--- src/rtl/pc_redirect_if.sv ---
// Bundle between jump control / register file / icache and the PC redirect unit.
// The master drives the redirect request and stall; the slave returns the fetch PC and pulses.
interface pc_redirect_if #(
    parameter int ADDR_W = 32
);
    logic [1:0]        JumpOP;
    logic [ADDR_W-1:0] sign_imm;
    logic [25:0]       jump_addr;
    logic [ADDR_W-1:0] rs_data;
    logic              stall;
    logic [ADDR_W-1:0] pc_out;
    logic [ADDR_W-1:0] pc_plus4;
    logic              flush;
    logic              redirect_pending;
    logic              misalign;

    modport master (
        output JumpOP, sign_imm, jump_addr, rs_data, stall,
        input  pc_out, pc_plus4, flush, redirect_pending, misalign
    );

    modport slave (
        input  JumpOP, sign_imm, jump_addr, rs_data, stall,
        output pc_out, pc_plus4, flush, redirect_pending, misalign
    );
endinterface

--- src/rtl/pc_redirect_unit.sv ---
// Program counter with next-PC selection. A redirect that arrives while the icache
// stalls is captured and applied when the stall clears.
//
//  state | meaning
//  RUN   | normal fetch; redirects apply on the next edge unless stalled
//  HOLD  | redirect captured during a stall; waiting for stall to clear
module pc_redirect_unit #(
    parameter int                ADDR_W   = 32,
    parameter logic [ADDR_W-1:0] RESET_PC = '0
) (
    input  logic         clk,
    input  logic         rst,
    pc_redirect_if.slave bus
);
    typedef enum logic {RUN, HOLD} state_t;

    state_t            state;
    logic [ADDR_W-1:0] pc_q;
    logic [ADDR_W-1:0] pend_pc;
    logic [ADDR_W-1:0] plus4;
    logic [ADDR_W-1:0] target;
    logic              raw_misalign;
    logic              flush_q;
    logic              misalign_q;

    assign plus4        = pc_q + ADDR_W'(4);
    assign raw_misalign = (bus.rs_data[1:0] != 2'b00);

    always_comb begin
        target = plus4;
        unique case (bus.JumpOP)
            2'b00: target = plus4;
            2'b01: target = plus4 + (bus.sign_imm << 2);
            2'b10: target = {bus.rs_data[ADDR_W-1:2], 2'b00};
            2'b11: target = {plus4[ADDR_W-1:28], bus.jump_addr, 2'b00};
        endcase
    end

    always_ff @(posedge clk or posedge rst) begin
        if (rst) begin
            state      <= RUN;
            pc_q       <= RESET_PC;
            pend_pc    <= '0;
            flush_q    <= 1'b0;
            misalign_q <= 1'b0;
        end else begin
            unique case (state)
                RUN: begin
                    if (!bus.stall) begin
                        pc_q       <= target;
                        flush_q    <= (bus.JumpOP != 2'b00);
                        misalign_q <= (bus.JumpOP == 2'b10) && raw_misalign;
                    end else if (bus.JumpOP == 2'b00) begin
                        flush_q    <= 1'b0;
                        misalign_q <= 1'b0;
                    end else begin
                        // Target is frozen here; later operand changes must not move it.
                        pend_pc    <= target;
                        flush_q    <= 1'b0;
                        misalign_q <= (bus.JumpOP == 2'b10) && raw_misalign;
                        state      <= HOLD;
                    end
                end
                HOLD: begin
                    misalign_q <= 1'b0;
                    if (bus.stall) begin
                        flush_q <= 1'b0;
                    end else begin
                        pc_q    <= pend_pc;
                        flush_q <= 1'b1;
                        state   <= RUN;
                    end
                end
            endcase
        end
    end

    assign bus.pc_out           = pc_q;
    assign bus.pc_plus4         = plus4;
    assign bus.flush            = flush_q;
    assign bus.misalign         = misalign_q;
    assign bus.redirect_pending = (state == HOLD);
endmodule

--- src/flat_wrapper.sv ---
// flat-port wrapper written by rule: the top's interface ports become plain ports
module pc_redirect_unit_flat 
#(
    parameter int                ADDR_W   = 32,
    parameter logic [ADDR_W-1:0] RESET_PC = '0
)
  (clk, rst, bus_JumpOP, bus_sign_imm, bus_jump_addr, bus_rs_data, bus_stall, bus_pc_out, bus_pc_plus4, bus_flush, bus_redirect_pending, bus_misalign);
  pc_redirect_if #(.ADDR_W(ADDR_W)) bus_i ();
  input  logic clk;
  input  logic rst;
  input wire logic [$bits(bus_i.JumpOP)-1:0] bus_JumpOP;
  input wire logic [$bits(bus_i.sign_imm)-1:0] bus_sign_imm;
  input wire logic [$bits(bus_i.jump_addr)-1:0] bus_jump_addr;
  input wire logic [$bits(bus_i.rs_data)-1:0] bus_rs_data;
  input wire logic [$bits(bus_i.stall)-1:0] bus_stall;
  output wire logic [$bits(bus_i.pc_out)-1:0] bus_pc_out;
  output wire logic [$bits(bus_i.pc_plus4)-1:0] bus_pc_plus4;
  output wire logic [$bits(bus_i.flush)-1:0] bus_flush;
  output wire logic [$bits(bus_i.redirect_pending)-1:0] bus_redirect_pending;
  output wire logic [$bits(bus_i.misalign)-1:0] bus_misalign;
  assign bus_i.JumpOP = bus_JumpOP;
  assign bus_i.sign_imm = bus_sign_imm;
  assign bus_i.jump_addr = bus_jump_addr;
  assign bus_i.rs_data = bus_rs_data;
  assign bus_i.stall = bus_stall;
  assign bus_pc_out = bus_i.pc_out;
  assign bus_pc_plus4 = bus_i.pc_plus4;
  assign bus_flush = bus_i.flush;
  assign bus_redirect_pending = bus_i.redirect_pending;
  assign bus_misalign = bus_i.misalign;
  pc_redirect_unit #(.ADDR_W(ADDR_W), .RESET_PC(RESET_PC)) u_core (.clk(clk), .rst(rst), .bus(bus_i));
endmodule
--- config.mk ---
export PLATFORM = sky130hd
export DESIGN_NAME = pc_redirect_unit_flat
export DESIGN_NICKNAME = d
export VERILOG_FILES = /design/src/rtl/pc_redirect_if.sv /design/src/rtl/pc_redirect_unit.sv /design/src/flat_wrapper.sv
export SDC_FILE = /design/constraint.sdc
export NUM_CORES = 1
export LEC_CHECK = 0
export CAP_MARGIN = 40
export CELL_PAD_IN_SITES_DETAIL_PLACEMENT = 1
export CELL_PAD_IN_SITES_GLOBAL_PLACEMENT = 1
export CORE_MARGIN = 2
export CORE_UTILIZATION = 24
export DETAILED_ROUTE_END_ITERATION = 8
export PLACE_DENSITY = 0.71
export SLEW_MARGIN = 20
export SYNTH_ARGS = -nofsm -noshare
export SYNTH_HDL_FRONTEND = slang
export SYNTH_SLANG_ARGS = --single-unit
--- constraint.sdc ---
create_clock -name clk -period 3.5 [get_ports clk]
set_input_delay 0.7 -clock clk [delete_from_list [all_inputs] [get_ports clk]]
set_output_delay 0.7 -clock clk [all_outputs]
set_load 0.05 [all_outputs]
==> results.json <==
{
  "cts_tree": "built",
  "arrival_ns": 3.91,
  "leakagePower_nw": 4.22,
  "dieArea_um2": 24200,
  "synth_ff_type": "dfrtp_1",
  "track_usage_pct": 19.5,
  "synth_area_per_cell_um2": 8.57,
  "clock_sinks": 67,
  "areaGrowthSynthToFinish_pct": 78.8,
  "path_clk_slew_ns": 0.06,
  "setup.worst_path.start_class": "flip-flop",
  "multi_input_area_um2": 4710,
  "setup_tns_ns": -1.06,
  "ir_worst_vdd_mv": 0.435,
  "postSynth.asyncResetShare_pct": 100,
  "htree_levels": 3,
  "worstPathMaxFanout": 5,
  "r2r_start": "u_core.bus.pc_out[3]",
  "via_count": 6012,
  "drive_gt1_share_pct": 37.9,
  "gp_congestion": 0.836,
  "crit_path_end": "u_core.bus.pc_out[31]",
  "grt_max_degree": 68,
  "ctsRootBufferMaster": "clkbuf_16",
  "synth.distinct_cells": 61,
  "nFillCells": 2527,
  "min_period_ns": 3.65,
  "drc": 0,
  "critical_path_class": "flip-flop to flip-flop",
  "cp.required_ns": 3.76,
  "setup_viol": 16,
  "r2r-end": "u_core.bus.pc_out[31]",
  "fmax_mhz": 274,
  "period_share_pct": 104,
  "core_area_um2": 22600,
  "slew_headroom_pct": 52.8,
  "grt-ovfl-total": 0,
  "r2r_cells": 17,
  "end_kind": "flip-flop",
  "vias_per_cell": 4.96,
  "status": "complete, but fails checks",
  "yosysWarnings": 0,
  "die_w_um": 156,
  "ctsHoldBuffers": 0,
  "io_pins": 162,
  "worstMarginPinSlew_ns": 0.706,
  "hp-class": "flip-flop to flip-flop",
  "timing.final.ws_setup_ns": -0.151,
  "wire_per_inst_um": 19.3,
  "grt_pass1_vias": 6475,
  "hold_viol_final": 0,
  "rows": 55,
  "clkLatencyLatePin_ns": 0.35,
  "cts_buffers": 9,
  "drt-total-wl_mm": 23.4,
  "syn_area_um2": 5520,
  "synth_edf_count": 0,
  "antenna_left": 0,
  "antenna_found_initial": 2,
  "start_util_pct": 24.4,
  "utilization_pct": 43.6,
  "grt_pass1_wl_mm": 36.1,
  "nNetsFinal": 1051,
  "synthCells": 644,
  "synth.net_count": 774,
  "dp_cells": 1179,
  "place_ws_ns": -0.332,
  "skew_ns": 0.00818,
  "die_y_um": 156,
  "cts_buffer_depth": 2,
  "violations": "negative setup slack",
  "power_density_nw_per_um2": 651,
  "maxCapViolCount": 0,
  "cp-startpoint": "u_core.bus.pc_out[3]",
  "seqCellArea_um2": 1700,
  "drtPass1Iterations": 4,
  "ff2ff_setup_slack_ns": -0.15,
  "drtIter0Drc": 218,
  "ys_ff_latch": 67,
  "rsz0062_at_grt": "true",
  "slew_violations": 0,
  "seq_area_frac_synth_pct": 30.4,
  "place.port_buffers": 159,
  "hpwl_mm": 17.8,
  "instances_no_fill": 1212
}
==> per-stage QoR <==
step	instance area, um2	hold WS [ns]	total power [mW]
after floorplan	6220	0.445	3.51
after global placement	8970	0.457	4.89
after detailed placement	8970	0.467	4.97
after CTS	9530	0.481	6.21
after global routing	9870	0.511	6.79
final	9870	0.479	6.42
==> report_power, final <==
part | leakage (nW) | switching (mW) | internal [mW]
combinational | 3.25 | 2.30 | 1.95
clock | 0.155 | 0.390 | 0.643
sequential | 0.812 | 0.160 | 0.976
total | 4.22 | 2.85 | 3.57
==> logic make-up after synthesis <==
| logic type | Yosys count | synth area share [%] |
|---|---|---|
| AOI/OAI and AO/OA | 174 | 20.3 |
| DFF | 67 | 30.4 |
| buffers and inverters | 52 | 4.03 |
| and+or+nand+nor | 218 | 17.5 |
| adders and majority gates | 35 | 8.07 |
| muxes | 44 | 11.2 |
| xor gates and xnor gates | 54 | 8.57 |
==> critical path: stages (launching register included) <==
cell	delay (ns)
dfrtp_2	0.40
ha_4	0.16
nand3_4	0.10
nor2_4	0.21
and3_4	0.27
nand2_4	0.07
xnor2_4	0.20
ha_4	0.24
a211oi_2	0.21
o21bai_2	0.11
a21o_1	0.20
a211oi_4	0.29
a21oi_4	0.10
o21ai_2	0.17
a41oi_4	0.16
xor2_2	0.19
a32o_2	0.30
o31ai_2	0.17
==> sequential cells by signal, summed over array words and instances (netlist names) <==
signal / flops
u_core.bus.flush: 1
u_core.bus.misalign: 1
u_core.bus.pc_out: 32
u_core.bus.redirect_pending: 1
u_core.pend_pc: 32
==> final cells by class <==
| class | count | area share [%] |
|---|---|---|
| clock buffer | 10 | 2.42 |
| antenna | 1 | 0.0254 |
| multi-input combinational | 525 | 47.8 |
| sequential | 67 | 17.2 |
| tap | 285 | 3.61 |
| clock inverter | 6 | 0.900 |
| timing repair buffer | 301 | 27.5 |
| inverter | 17 | 0.646 |
==> timing repair <==
item	in CTS	in global routing
endpoints found under the setup margin	27	34
gates cloned	0	0
pin swaps	50	57
setup buffers	10	9
resized for setup	36	61
==> placed cells by master (no fill, tap or decap), types with 6 or more instances in the layout <==
master / instances
buf_4: 148
a21o_1: 17
mux2_2: 10
nand2_1: 111
buf_12: 6
nand4_1: 8
xnor2_4: 13
nor2_1: 30
mux4_2: 13
nor3_1: 7
dfrtp_2: 16
o21ai_1: 24
xnor2_1: 16
clkdlybuf4s50_1: 138
o21ai_2: 8
o21ai_0: 25
inv_1: 15
dfrtp_1: 51
xor2_4: 7
mux2i_1: 19
xor2_2: 6
ha_1: 20
o22ai_1: 6
a21oi_2: 12
clkbuf_16: 9
nand3_1: 12
a21oi_1: 20
xor2_1: 8
ha_4: 13
buf_6: 6
nand2_2: 6
==> worst min-delay path by stage <==
stage,startpoint,end,slack (ns),depth (start not counted)
after global placement,u_core.pend_pc[12],u_core.pend_pc[12],0.46,2
after floorplan,u_core.pend_pc[10],u_core.pend_pc[10],0.45,2
after detailed placement,u_core.pend_pc[3],u_core.pend_pc[3],0.47,2
after CTS,u_core.pend_pc[22],u_core.pend_pc[22],0.48,1
final,u_core.pend_pc[22],u_core.pend_pc[22],0.48,1
after global routing,u_core.pend_pc[12],u_core.pend_pc[12],0.51,2
==> synth_stat cells (16+ instances only) <==
| cell | n | area, um2 |
|---|---|---|
| nand2_1 | 119 | 447 |
| dfrtp_1 | 67 | 1680 |
| o21ai_0 | 52 | 260 |
| nor2_1 | 38 | 143 |
| a21oi_1 | 35 | 175 |
| ha_1 | 34 | 425 |
| xnor2_1 | 33 | 289 |
| clkbuf_1 | 26 | 97.6 |
| xor2_1 | 21 | 184 |
| mux2i_1 | 19 | 190 |
| a21o_1 | 17 | 128 |
| inv_1 | 16 | 60.1 |
==> metal layers <==
layer | track usage, % | vias up | wire length, um
li1 | - | 2870 | -
met1 | 24.1 | 2974 | 10100
met2 | 34.8 | 141 | 12000
met3 | 3.56 | 25 | 991
met4 | 5.29 | 2 | 336
met5 | 0 | - | 13
No activity file was read; power rests on OpenSTA's default activity.
